### src/rtl/vram_write_arbiter.sv
// vram_write_arbiter
//   Sole master of the VRAM byte-write port. Shares it between single-byte
//   CPU writes and a rectangle-fill engine that writes one 4-bit colour into
//   both nibbles of every byte of a clipped rectangle.
//
// Handshake rules (all ports):
//   A transfer happens on a cycle where valid && ready are both high. A source
//   holds valid and its payload stable until that cycle. o_vram_* are
//   registered; a new beat may be loaded in the completion cycle, so
//   o_vram_valid can stay high across back-to-back beats.
//
// Ports:
//   i_clk, i_rst             clock, synchronous active-high reset
//   i_cpu_*/o_cpu_ready      CPU byte-write request; ready pulses when the
//                            CPU's beat completes at the VRAM port
//   i_fill_*/o_fill_ready    fill command (x, y, w, h in bytes/rows, colour)
//   i_fill_abort             stop the running fill after any in-flight beat
//   o_fill_busy, o_fill_done engine not idle / one-cycle completion pulse
//   o_vram_*/i_vram_ready    byte-write beat to the video controller
module vram_write_arbiter #(
  parameter int WIDTH              = 128,
  parameter int HEIGHT             = 128,
  parameter int VRAM_ADDRESS_WIDTH = $clog2((WIDTH*HEIGHT+1)>>1)+1,
  parameter int ROW_BYTES          = WIDTH/2,
  localparam int AW = VRAM_ADDRESS_WIDTH-1,
  localparam int XW = $clog2(ROW_BYTES),
  localparam int YW = $clog2(HEIGHT),
  localparam int WW = $clog2(ROW_BYTES+1),
  localparam int HW = $clog2(HEIGHT+1)
) (
  input  logic          i_clk,
  input  logic          i_rst,
  input  logic          i_cpu_valid,
  output logic          o_cpu_ready,
  input  logic [AW-1:0] i_cpu_adr,
  input  logic [7:0]    i_cpu_data,
  input  logic          i_fill_valid,
  output logic          o_fill_ready,
  input  logic [XW-1:0] i_fill_x,
  input  logic [YW-1:0] i_fill_y,
  input  logic [WW-1:0] i_fill_w,
  input  logic [HW-1:0] i_fill_h,
  input  logic [3:0]    i_fill_color,
  input  logic          i_fill_abort,
  output logic          o_fill_busy,
  output logic          o_fill_done,
  output logic          o_vram_valid,
  input  logic          i_vram_ready,
  output logic [AW-1:0] o_vram_adr,
  output logic [7:0]    o_vram_data
);

  // One bit wider than the widest operand so x+w / y+h cannot wrap.
  localparam int CXW = WW + 1;
  localparam int CYW = HW + 1;

  typedef enum logic [1:0] {S_IDLE, S_FILL, S_DONE} fill_state_t;
  typedef enum logic {SRC_CPU, SRC_FILL} src_t;

  fill_state_t state, state_nxt;
  src_t        grant, last;

  logic [XW-1:0]  x0, col;
  logic [YW-1:0]  row;
  logic [CXW-1:0] x_end;
  logic [CYW-1:0] y_end;
  logic [3:0]     color;
  logic           abort_pend;

  logic [CXW-1:0] x_sum;
  logic [CYW-1:0] y_sum;
  logic           beat_done, cpu_beat_done, fill_beat_done, fill_in_out;
  logic           abort_hold, col_end, row_end;
  logic           out_free, cpu_elig, fill_elig, grant_cpu, grant_fill;
  logic [AW-1:0]  fill_adr;

  assign beat_done      = o_vram_valid && i_vram_ready;
  assign cpu_beat_done  = beat_done && (grant == SRC_CPU);
  assign fill_beat_done = beat_done && (grant == SRC_FILL);
  assign fill_in_out    = o_vram_valid && (grant == SRC_FILL);
  assign abort_hold     = abort_pend || i_fill_abort;

  assign o_cpu_ready  = cpu_beat_done;
  assign o_fill_ready = (state == S_IDLE) && !i_rst;
  assign o_fill_busy  = (state != S_IDLE);

  // Clipped end column/row, exclusive.
  assign x_sum = CXW'(i_fill_x) + CXW'(i_fill_w);
  assign y_sum = CYW'(i_fill_y) + CYW'(i_fill_h);

  assign col_end  = (CXW'(col) + CXW'(1)) == x_end;
  assign row_end  = (CYW'(row) + CYW'(1)) == y_end;
  assign fill_adr = AW'(row) * AW'(ROW_BYTES) + AW'(col);

  // A requester whose beat is completing right now is not eligible: its
  // request lines still show the old, already-serviced transfer.
  assign out_free   = !o_vram_valid || beat_done;
  assign cpu_elig   = i_cpu_valid && !cpu_beat_done;
  assign fill_elig  = (state == S_FILL) && !abort_hold && !fill_beat_done;
  assign grant_cpu  = out_free && cpu_elig && (!fill_elig || last == SRC_FILL);
  assign grant_fill = out_free && fill_elig && (!cpu_elig || last == SRC_CPU);

  // Output beat register and round-robin pointer.
  always_ff @(posedge i_clk) begin
    if (i_rst) begin
      o_vram_valid <= 1'b0;
      o_vram_adr   <= '0;
      o_vram_data  <= '0;
      grant        <= SRC_CPU;
      last         <= SRC_FILL;
    end else if (grant_cpu) begin
      o_vram_valid <= 1'b1;
      o_vram_adr   <= i_cpu_adr;
      o_vram_data  <= i_cpu_data;
      grant        <= SRC_CPU;
      last         <= SRC_CPU;
    end else if (grant_fill) begin
      o_vram_valid <= 1'b1;
      o_vram_adr   <= fill_adr;
      o_vram_data  <= {color, color};
      grant        <= SRC_FILL;
      last         <= SRC_FILL;
    end else if (beat_done) begin
      o_vram_valid <= 1'b0;
    end
  end

  // Fill FSM: state register.
  always_ff @(posedge i_clk) begin
    if (i_rst) state <= S_IDLE;
    else       state <= state_nxt;
  end

  // Fill FSM: next state.
  always_comb begin
    state_nxt = state;
    unique case (state)
      S_IDLE: begin
        if (i_fill_valid)
          state_nxt = (i_fill_w == '0 || i_fill_h == '0) ? S_DONE : S_FILL;
      end
      S_FILL: begin
        if (fill_in_out) begin
          // An in-flight fill beat always finishes before stopping.
          if (fill_beat_done && ((col_end && row_end) || abort_hold))
            state_nxt = S_DONE;
        end else if (abort_hold) begin
          state_nxt = S_DONE;
        end
      end
      S_DONE:  state_nxt = S_IDLE;
      default: state_nxt = S_IDLE;
    endcase
  end

  // Fill command registers, walk counters and the done pulse.
  always_ff @(posedge i_clk) begin
    if (i_rst) begin
      x0          <= '0;
      col         <= '0;
      row         <= '0;
      x_end       <= '0;
      y_end       <= '0;
      color       <= '0;
      abort_pend  <= 1'b0;
      o_fill_done <= 1'b0;
    end else begin
      // Registered off DONE, so the pulse lands two cycles after the
      // deciding event.
      o_fill_done <= (state == S_DONE);
      if (state == S_IDLE && i_fill_valid) begin
        x0    <= i_fill_x;
        col   <= i_fill_x;
        row   <= i_fill_y;
        color <= i_fill_color;
        x_end <= (x_sum > CXW'(ROW_BYTES)) ? CXW'(ROW_BYTES) : x_sum;
        y_end <= (y_sum > CYW'(HEIGHT)) ? CYW'(HEIGHT) : y_sum;
      end
      if (state == S_FILL) begin
        if (i_fill_abort) abort_pend <= 1'b1;
        if (fill_beat_done) begin
          if (col_end) begin
            col <= x0;
            row <= row + YW'(1);
          end else begin
            col <= col + XW'(1);
          end
        end
      end else begin
        abort_pend <= 1'b0;
      end
    end
  end

endmodule

### config.mk
export PLATFORM = sky130hd
export DESIGN_NAME = vram_write_arbiter
export DESIGN_NICKNAME = d
export VERILOG_FILES = /design/src/rtl/vram_write_arbiter.sv
export SDC_FILE = /design/constraint.sdc
export NUM_CORES = 1
export LEC_CHECK = 0
export CAP_MARGIN = 10
export CORE_UTILIZATION = 45
export DETAILED_ROUTE_END_ITERATION = 8
export GPL_TIMING_DRIVEN = 0
export PLACE_DENSITY = 0.84
export SYNTH_ARGS = -nofsm -noshare
export SYNTH_HDL_FRONTEND = slang
export SYNTH_SLANG_ARGS = --single-unit
### constraint.sdc
create_clock -name i_clk -period 4.9 [get_ports i_clk]
set_input_delay 0.49 -clock i_clk [delete_from_list [all_inputs] [get_ports i_clk]]
set_output_delay 0.49 -clock i_clk [all_outputs]
set_load 0.05 [all_outputs]
* After elaboration in Yosys (flattened, before gate mapping)
Cells that the tools add are included.
Storage, ports and cells: register bits 68, input port bits 59, output and inout bits 26, word-level logic and storage cells 95
Cells by class: add/subtract/negate cells 7, $lt $le $gt $ge 2, eq/ne operators 7, mux-type cells 25, bitwise logic cells 3, reductions and logical operators 37
Operator list (count):
- two-way mux 7 bit | 4
- two-way mux 13 bit | 2
- two-way mux 6 bit | 4
- two-way mux 8 bit | 3
- logical AND 1 bit | 15
- adder 13 x 6 -> 13 bit | 1
- two-way mux 2 bit | 5
- adder 7 x 8 -> 9 bit | 1
- == test 8 x 9 -> 1 bit | 1
- > comparator 9 x 8 -> 1 bit, second input constant | 1
- two-way mux 9 bit | 1
- adder 6 x 7 -> 8 bit | 1
- adder 7 x 1 -> 8 bit, second input constant | 1
- == test 7 x 8 -> 1 bit | 1
- > comparator 8 x 7 -> 1 bit, second input constant | 1
- zero test 8 bit | 1
- adder 6 x 1 -> 7 bit, second input constant | 1
- adder 7 x 1 -> 7 bit, second input constant | 1
- zero test 1 bit | 7
- zero test 7 bit | 1
- adder 6 x 1 -> 6 bit, second input constant | 1
- logical OR 1 bit | 6
- two-way mux 1 bit | 5
- case mux 2 bit (2 select lines) | 1
- other kinds (11) | 15

* Longest topological paths before layout
Gate-level depths: netlist (run 1).
word-level depth 9, gate-level depth with buffers 9, gate-level depth less buffers 9

* Worst setup path before layout (run 1)
OpenSTA, ideal clock, no wires.
path kind reg-to-reg, from register o_vram_valid, to register o_vram_data[2], data arrival time 2.438 ns, slack 2.327 ns, stages on the path, launching flop included 8, path buffers 2, period minus slack after synthesis 2.573 ns, path through dfxtp_1 -> nand2_1 -> nor2_1 -> o21a_1 -> buf_2 -> buf_2 -> mux2i_1 -> a211oi_1
On the way: word-level cells in the longest chain between the ends 8, elaborated cells between the ends (all ways) 19, classes of those cells mux: 1; reduce/logical: 18
Ends and longest elaborated chain:
- start: declaration | line 47 | output logic o_vram_valid,
- start signal: assignment | line 106 | o_vram_valid <= 1'b0;
- start signal: assignment | line 112 | o_vram_valid <= 1'b1;
- start signal: assignment | line 118 | o_vram_valid <= 1'b1;
- logical AND 1 bit * | line 77 | assign beat_done = o_vram_valid && i_vram_ready;
- logical AND 1 bit * | line 78 | assign cpu_beat_done = beat_done && (grant == SRC_CPU);
- via o_cpu_ready | line 34 | output logic o_cpu_ready,
- zero test 1 bit * | line 98 | assign cpu_elig = i_cpu_valid && !cpu_beat_done;
- logical AND 1 bit * | line 98
- zero test 1 bit | line 101 | assign grant_fill = out_free && fill_elig && (!cpu_elig || last == SRC_CPU);
- logical OR 1 bit | line 101
- logical AND 1 bit | line 101
- nonzero test 2 bit (no source line)
- end signal: assignment | line 114 | o_vram_data <= i_cpu_data;
- end signal: assignment | line 120 | o_vram_data <= {color, color};
- end: declaration | line 50 | output logic [7:0] o_vram_data
Mark *: on every way through the listed nets, which the timed path passes. The rest lies on a longest branch. A chain may end at the register's enable or synchronous reset.

* Worst setup path after layout (run 1)
from input i_rst, to output o_fill_ready
On the way: word-level cells in the longest chain between the ends 2
Ends and longest elaborated chain:
- start: declaration | line 32 | input logic i_rst,
- zero test 1 bit | line 84 | assign o_fill_ready = (state == S_IDLE) && !i_rst;
- logical AND 1 bit | line 84
- end: declaration | line 38 | output logic o_fill_ready,
No other way between the ends.

==> impl_metrics.csv, run 1 <==
group,metric,value,unit
status,outcome,"complete, no violations",
synthesis,syn_avg_cell_area,8.56,um2
floorplan,core,8300,um2
cts,clkTransAtPathRegs,0.07,ns
global_route,grt_usage,24.1,%
global_route,grt_overflow_total,0,
synthesis,synth_edf_count,0,
min_path,hold_class,"reg2reg",
detailed_routing,via_per_inst,5.79,
pwr,p_leak,0.00191,uW
setup_path,cpMaxStageDelayCell,"clkdlybuf4s50_1",
synthesis,syn_nets,533,
synthesis,ys_types,65,
synthesis,synth.top_cell.area_share,34.8,%
setup_path,cp_common_cell,"clkdlybuf4s50_1",
synthesis,seq_area_frac_synth,34.8,%
setup_path,r2r_cells,8,
detailed_routing,first_pass_iters,5,
cells_and_area,drive_above_1_share,6.82,%
min_path,hold_end,"o_vram_adr[1]$_SDFFE_PP0P_",
cts,cts_buffers,9,
cells_and_area,n_fill_cell,687,
setup_path,cp_max_fo,10,
detailed_routing,num_vias,3832,
cts,post-cts-setup-buffers,0,
cts,clk_path_buf_depth,2,
synthesis,synth.top_cells.by_count,"dfxtp_1 (68), nand2_1 (68), a21oi_1 (41), nor2_1 (27), xnor2_1 (19)",
placement,post-place-ws,1.50,ns
timing,hold_viol,0,
global_route,grt_pass1_wl,17100,um
floorplan,floorplan.initialDensity,47.1,%
placement,hpwl,8060,um
synthesis,syn_area,3910,um2
setup_path,arrival,2.88,ns
synthesis,ys.flop_type,"dfxtp_1",
detailed_routing,wl_per_cell,15.7,um
cts,cts_tree,"done",
timing,final.min_clock_period,3.37,ns
timing,layout_setup_ws,1.53,ns
cells_and_area,area_delta_synth_final,31.6,%
cells_and_area,finalNetCount,628,
timing,maxSlewViolCount,0,
synthesis,synth_top_area_cell,"dfxtp_1",
min_path,hold_path_depth,2,
min_path,worstHoldStart,"o_vram_adr[1]$_SDFFE_PP0P_",
global_route,antenna_found_initial,0,
floorplan,fp.dieH,95.2,um
setup_path,r2r_setup_slack,2.34,ns
cts,clock-root-buffer,"clkbuf_8",
placement,place.gp.congestion,0.865,
floorplan,rows,33,
timing,rsz0062_at_grt,"false",
flow_run,maxCapViolCount,0,
setup_path,worstSetupPathType,"in2out",
floorplan,dieArea,9070,um2
detailed_routing,ant_nets,0,
timing,finClkSkew,0.00862,ns
detailed_routing,drc,0,
pwr,total_power,1660,uW
setup_path,path_delay_family,"buffers and inverters",
synthesis,syn_inst,457,
synthesis,netlist_top_cells_area,"dfxtp_1 (35%), nand2_1 (6.5%), a21oi_1 (5.2%)",
timing,slew-limit-headroom,60.9,%
setup_path,worstPathRequired,4.41,ns
floorplan,die_x,95.2,um
global_route,grt_pass1_vias,3696,
timing,fin_setup_tns,0,ns
timing,worstMarginPinSlew,0.586,ns
cells_and_area,antennaDiodeCount,0,
cts,htree_levels,3,
synthesis,ys_warn_count,0,
synthesis,synth_seq_cells,68,
detailed_routing,wirelength,10400,um
pwr,pwr_density_cell,322,nW/um2
cells_and_area,final_util,62.0,%
timing,max_freq,0.297,GHz
placement,port_buffers,84,
detailed_routing,dr.first_iter.drc_count,224,
setup_path,critical_path.max_stage_delay,0.72,ns
timing,setup_viol,0,
setup_path,crit_chain,"clkdlybuf4s50_1, clkbuf_1, buf_1, nor2_1, clkdlybuf4s50_1",
cts,clock_sinks,68,
setup_path,crit_path_start_kind,"input pin",
setup_path,r2r-end,"state[0]$_SDFFE_PP0P_",
timing,period_share,68.8,%
setup_path,crit_path_end_kind,"output pin",
synthesis,synth_async_sr_flop_share,0,%
cts,cts.repair.resized,0,
global_route,grt_max_degree,13,
setup_path,r2r_start,"row[1]$_SDFF_PP0_",
setup_path,crit_buf_inv,4,
timing,holdWs,0.454,ns
floorplan,pin_count,85,
cts,postCtsHoldBufs,0,
cts,worstSkewPairLatency,0.35,ns
pwr,vdd_drop_max,0.148,mV
## worst max path at each step
| stage | from | end | depth (start not counted) |
|---|---|---|---|
| 5_1_grt | i_rst | o_fill_ready | 5 |
| 3_3_place_gp | i_rst | o_fill_ready | 5 |
| 6_report | i_rst | o_fill_ready | 5 |
| 4_1_cts | i_rst | o_fill_ready | 5 |
| 3_5_place_dp | i_rst | o_fill_ready | 5 |
| 2_1_floorplan | o_vram_valid$_SDFFE_PP0P_ | o_vram_data[2]$_SDFFE_PP0P_ | 7 |
## cells by family after synthesis
family | share of synthesized area [%]
AND/OR/NAND/NOR | 20.8
AO/OA/AOI/OAI | 25.1
flip-flops | 34.8
buffers and inverters | 4.48
XOR/XNOR | 6.20
adder cells (fa/ha/maj) | 5.82
multiplexers | 2.85
## cell usage in the layout (no fill, tap or decap), types with 5 or more instances in the layout
cell / synthesis / final
a22o_1: 7 / 7
nand2b_1: 5 / 5
nand3b_1: 5 / 5
buf_2: 8 / 8
mux2i_1: 10 / 10
and3_1: 7 / 7
a31oi_1: 6 / 6
a22oi_1: 13 / 13
a211oi_1: 12 / 12
clkdlybuf4s50_1: 0 / 84
nand4_1: 6 / 6
clkbuf_1: 15 / 15
xnor2_1: 19 / 19
inv_1: 12 / 12
clkbuf_8: 0 / 9
xor2_1: 6 / 6
a21oi_1: 41 / 41
nor2_1: 27 / 27
nand2_1: 68 / 68
ha_1: 15 / 15
a21o_1: 5 / 5
o21ai_0: 5 / 5
nor3_1: 6 / 6
nor4_1: 6 / 6
dfxtp_1: 68 / 68
a32o_1: 6 / 6
## through the flow
stage	cells	instance area, um2
final	662	5150
after global routing	662	5150
after CTS	662	5150
after detailed placement	646	4880
after global placement	646	4880
after floorplan	457	3910
## where the power goes
group / internal (uW) / total (uW) / switching [uW]
clock: 389 / 607 / 219
combinational: 182 / 424 / 242
sequential: 593 / 626 / 33.5
## per-layer routing
| layer | up-vias | GRT usage [%] | share of wire (%) |
|---|---|---|---|
| met2 | 137 | 39.3 | 47 |
| met1 | 1807 | 31.2 | 45 |
| met4 | 0 | 9.97 | 2.1 |
| met3 | 20 | 4.47 | 6.0 |
| met5 | - | 0 | 0 |
| li1 | 1868 | - | - |
## registers in the layout, summed over array words and instances, names as in the netlist
register and count:
o_fill_done 1, o_vram_adr 13, last 1, color 4, o_vram_data 8, x0 6
y_end 9, col 6, abort_pend 1, grant 1, o_vram_valid 1, x_end 8
state 2, row 7
## final cells by class
cell class	instances	area, um2	share of cell area, %
timing repair buffer	84	841	16.3
clock inverter	7	139	2.70
sequential	68	1360	26.4
clock buffer	9	124	2.41
tap	105	131	2.55
buffer	28	130	2.53
inverter	12	45.0	0.875
multi-input combinational	349	2380	46.2
## worst reg2reg max path, stage by stage (launching register included)
cell and delay (ns):
dfxtp_1 0.46, ha_1 0.19, clkbuf_1 0.28, nand3b_1 0.12, a211o_1 0.31, a31o_1 0.23, a2111oi_2 0.46, a31oi_1 0.17
o221a_1 0.25
Power figures use the tool's default switching activity.
==> run 2: changes to the inputs <==
--- a/config.mk
+++ b/config.mk
@@ -9,7 +9,7 @@
 export CORE_UTILIZATION = 45
 export DETAILED_ROUTE_END_ITERATION = 8
 export GPL_TIMING_DRIVEN = 0
-export PLACE_DENSITY = 0.84
+export PLACE_DENSITY = 0.87
 export SYNTH_ARGS = -nofsm -noshare
 export SYNTH_HDL_FRONTEND = slang
 export SYNTH_SLANG_ARGS = --single-unit
==> constraint.sdc (replaced) <==
create_clock -name i_clk -period 2.81 [get_ports i_clk]
set_input_delay 0.281 -clock i_clk [delete_from_list [all_inputs] [get_ports i_clk]]
set_output_delay 0.281 -clock i_clk [all_outputs]
set_load 0.05 [all_outputs]
==> run 2 against run 1 <==
  * Wire length grew 2.1%
  * Via count did not move
  * Highest routed layer unchanged
  * Register-to-register slack worse by 2.1 ns
  * Critical path depth unchanged
  * Count of clock-buffer cells in the layout stayed put
  * Critical path type unchanged
  * Design area shrank 1.3%
  * Clock skew shrank 0.0013 ns
==> impl_metrics.csv, run 2 (same netlist as run 1, synthesis figures left out) <==
group,metric,value,unit
min_path,worstHoldStart,"o_vram_adr[8]$_SDFFE_PP0P_",
floorplan,dieArea,9070,um2
cells_and_area,largest_register_ffs,13,
status,outcome,"complete, no violations",
placement,place.gp.congestion,0.869,
cts,htree_levels,3,
floorplan,core,8300,um2
detailed_routing,via_per_inst,5.79,
cells_and_area,finalNetCount,628,
timing,holdWs,0.454,ns
cells_and_area,area_delta_synth_final,29.8,%
cells_and_area,drive_above_1_share,7.18,%
global_route,grt_usage,25.1,%
detailed_routing,num_vias,3832,
min_path,hold_end,"o_vram_adr[8]$_SDFFE_PP0P_",
global_route,grt_overflow_total,0,
cts,clk_path_buf_depth,2,
cts,postCtsHoldBufs,0,
setup_path,crit_path_end_kind,"output pin",
timing,max_freq,0.382,GHz
cells_and_area,reg_top3,"o_vram_adr x13, y_end x9",
timing,hold_viol,0,
global_route,grt_pass1_vias,3805,
global_route,antenna_found_initial,0,
detailed_routing,wirelength,10600,um
setup_path,r2r_setup_slack,0.25,ns
floorplan,fp.dieH,95.2,um
detailed_routing,drc,0,
setup_path,crit_path_start_kind,"input pin",
flow_run,maxCapViolCount,0,
detailed_routing,wl_per_cell,16.0,um
floorplan,floorplan.initialDensity,47.1,%
setup_path,worstSetupPathType,"in2out",
global_route,globalRouteMet3Util,4.07,%
cells_and_area,final_cell_mix,"clkdlybuf4s50_1 (84), nand2_1 (68), dfxtp_1 (68), a21oi_1 (41), nor2_1 (27)",
placement,port_buffers,84,
cells_and_area,fin_cells,662,
global_route,grt_pass1_wl,17700,um
global_route,use_met1,32.0,%
global_route,met2_usage,41.8,%
detailed_routing,first_pass_iters,5,
global_route,top_usage_layer,"met2",
cells_and_area,top_register,"o_vram_adr",
cells_and_area,n_fill_cell,719,
placement,dpl.cell_count,646,
cells_and_area,layout_commonest_cell,"clkdlybuf4s50_1",
timing,worstMarginPinSlew,0.581,ns
pwr,pwr_density_cell,516,nW/um2
detailed_routing,dr.first_iter.drc_count,218,
cts,cts_tree,"done",
cts,clock_sinks,68,
timing,rsz0062_at_grt,"false",
cts,worstSkewPairLatency,0.35,ns
global_route,grt_max_degree,13,
setup_path,r2r_start,"col[0]$_SDFF_PP0_",
setup_path,r2r-end,"row[0]$_SDFF_PP0_",
timing,period_share,93.2,%
min_path,hold_class,"reg2reg",
cells_and_area,antennaDiodeCount,0,
timing,slew-limit-headroom,61.3,%
setup_path,r2r_cells,7,
cts,cts_buffers,9,
setup_path,worstPathRequired,2.53,ns
placement,hpwl,8270,um
pwr,p_leak,0.00187,uW
floorplan,rows,33,
timing,setup_viol,0,
floorplan,die_x,95.2,um
setup_path,arrival,2.34,ns
cts,clock-root-buffer,"clkbuf_8",
timing,final.min_clock_period,2.62,ns
min_path,hold_path_depth,2,
cts,clkTransAtPathRegs,0.08,ns
timing,finClkSkew,0.00731,ns
pwr,vdd_drop_max,0.229,mV
timing,maxSlewViolCount,0,
floorplan,pin_count,85,
setup_path,cp_max_fo,10,
detailed_routing,ant_nets,0,
cts,post-cts-setup-buffers,0,
timing,fin_setup_tns,0,ns
run 2: area by class of cell:
cell class	instances	area (um2)	share of cell area (%)
Sequential cell	68	1360	26.8
Multi-Input combinational cell	349	2380	46.8
Buffer	28	133	2.61
Inverter	12	45.0	0.887
Tap cell	105	131	2.59
Clock inverter	7	67.6	1.33
Timing Repair Buffer	84	841	16.6
Clock buffer	9	124	2.44
run 2: layer usage:
| metal | wire (um) | up-vias |
|---|---|---|
| met5 | 0 | - |
| met4 | 209 | 0 |
| met3 | 696 | 19 |
| met2 | 5100 | 131 |
| met1 | 4610 | 1806 |
| li1 | - | 1876 |
run 2: report_power, final:
| part | switching, uW | leakage, uW | total (uW) | internal [uW] |
|---|---|---|---|---|
| combinational | 420 | 0.00123 | 738 | 318 |
| sequential | 58.9 | 0.000558 | 1090 | 1030 |
| clock | 388 | 0.0000910 | 792 | 404 |
run 2: how the worst max path moves through the flow:
stage / startpoint / to / slack, ns / cells past startpoint
5_1_grt: col[0]$_SDFF_PP0_ / row[0]$_SDFF_PP0_ / 0.08 / 7
2_1_floorplan: o_vram_valid$_SDFFE_PP0P_ / o_vram_data[2]$_SDFFE_PP0P_ / 0.24 / 7
6_report: i_rst / o_fill_ready / 0.19 / 5
3_3_place_gp: i_rst / o_fill_ready / -0.13 / 5
4_1_cts: i_rst / o_fill_ready / 0.03 / 5
3_5_place_dp: i_rst / o_fill_ready / -0.16 / 5
run 2: stage by stage:
| step | setup slack, ns | total power (uW) | utilization [%] | cell area [um2] |
|---|---|---|---|---|
| final | 0.190 | 2620 | 61.2 | 5080 |
| after global routing | 0.0759 | 2740 | 61.2 | 5080 |
| after CTS | 0.0287 | 2620 | 61.2 | 5080 |
| after detailed placement | -0.155 | 1850 | 58.9 | 4880 |
| after global placement | -0.129 | 1820 | 58.9 | 4880 |
| after floorplan | 0.237 | 1590 | - | 3910 |
run 2: critical path, stage by stage:
cell             delay (ns)
clkdlybuf4s50_1        0.67
clkbuf_2               0.31
buf_2                  0.29
nor2_1                 0.09
clkdlybuf4s50_1        0.70
run 2: timing repair:
item / 4_1_cts / 5_1_grt
resized for setup: 1 / 2
hold endpoints to repair: 0 / 0
endpoints found under the setup margin: 1 / 1
gates cloned: 0 / 0
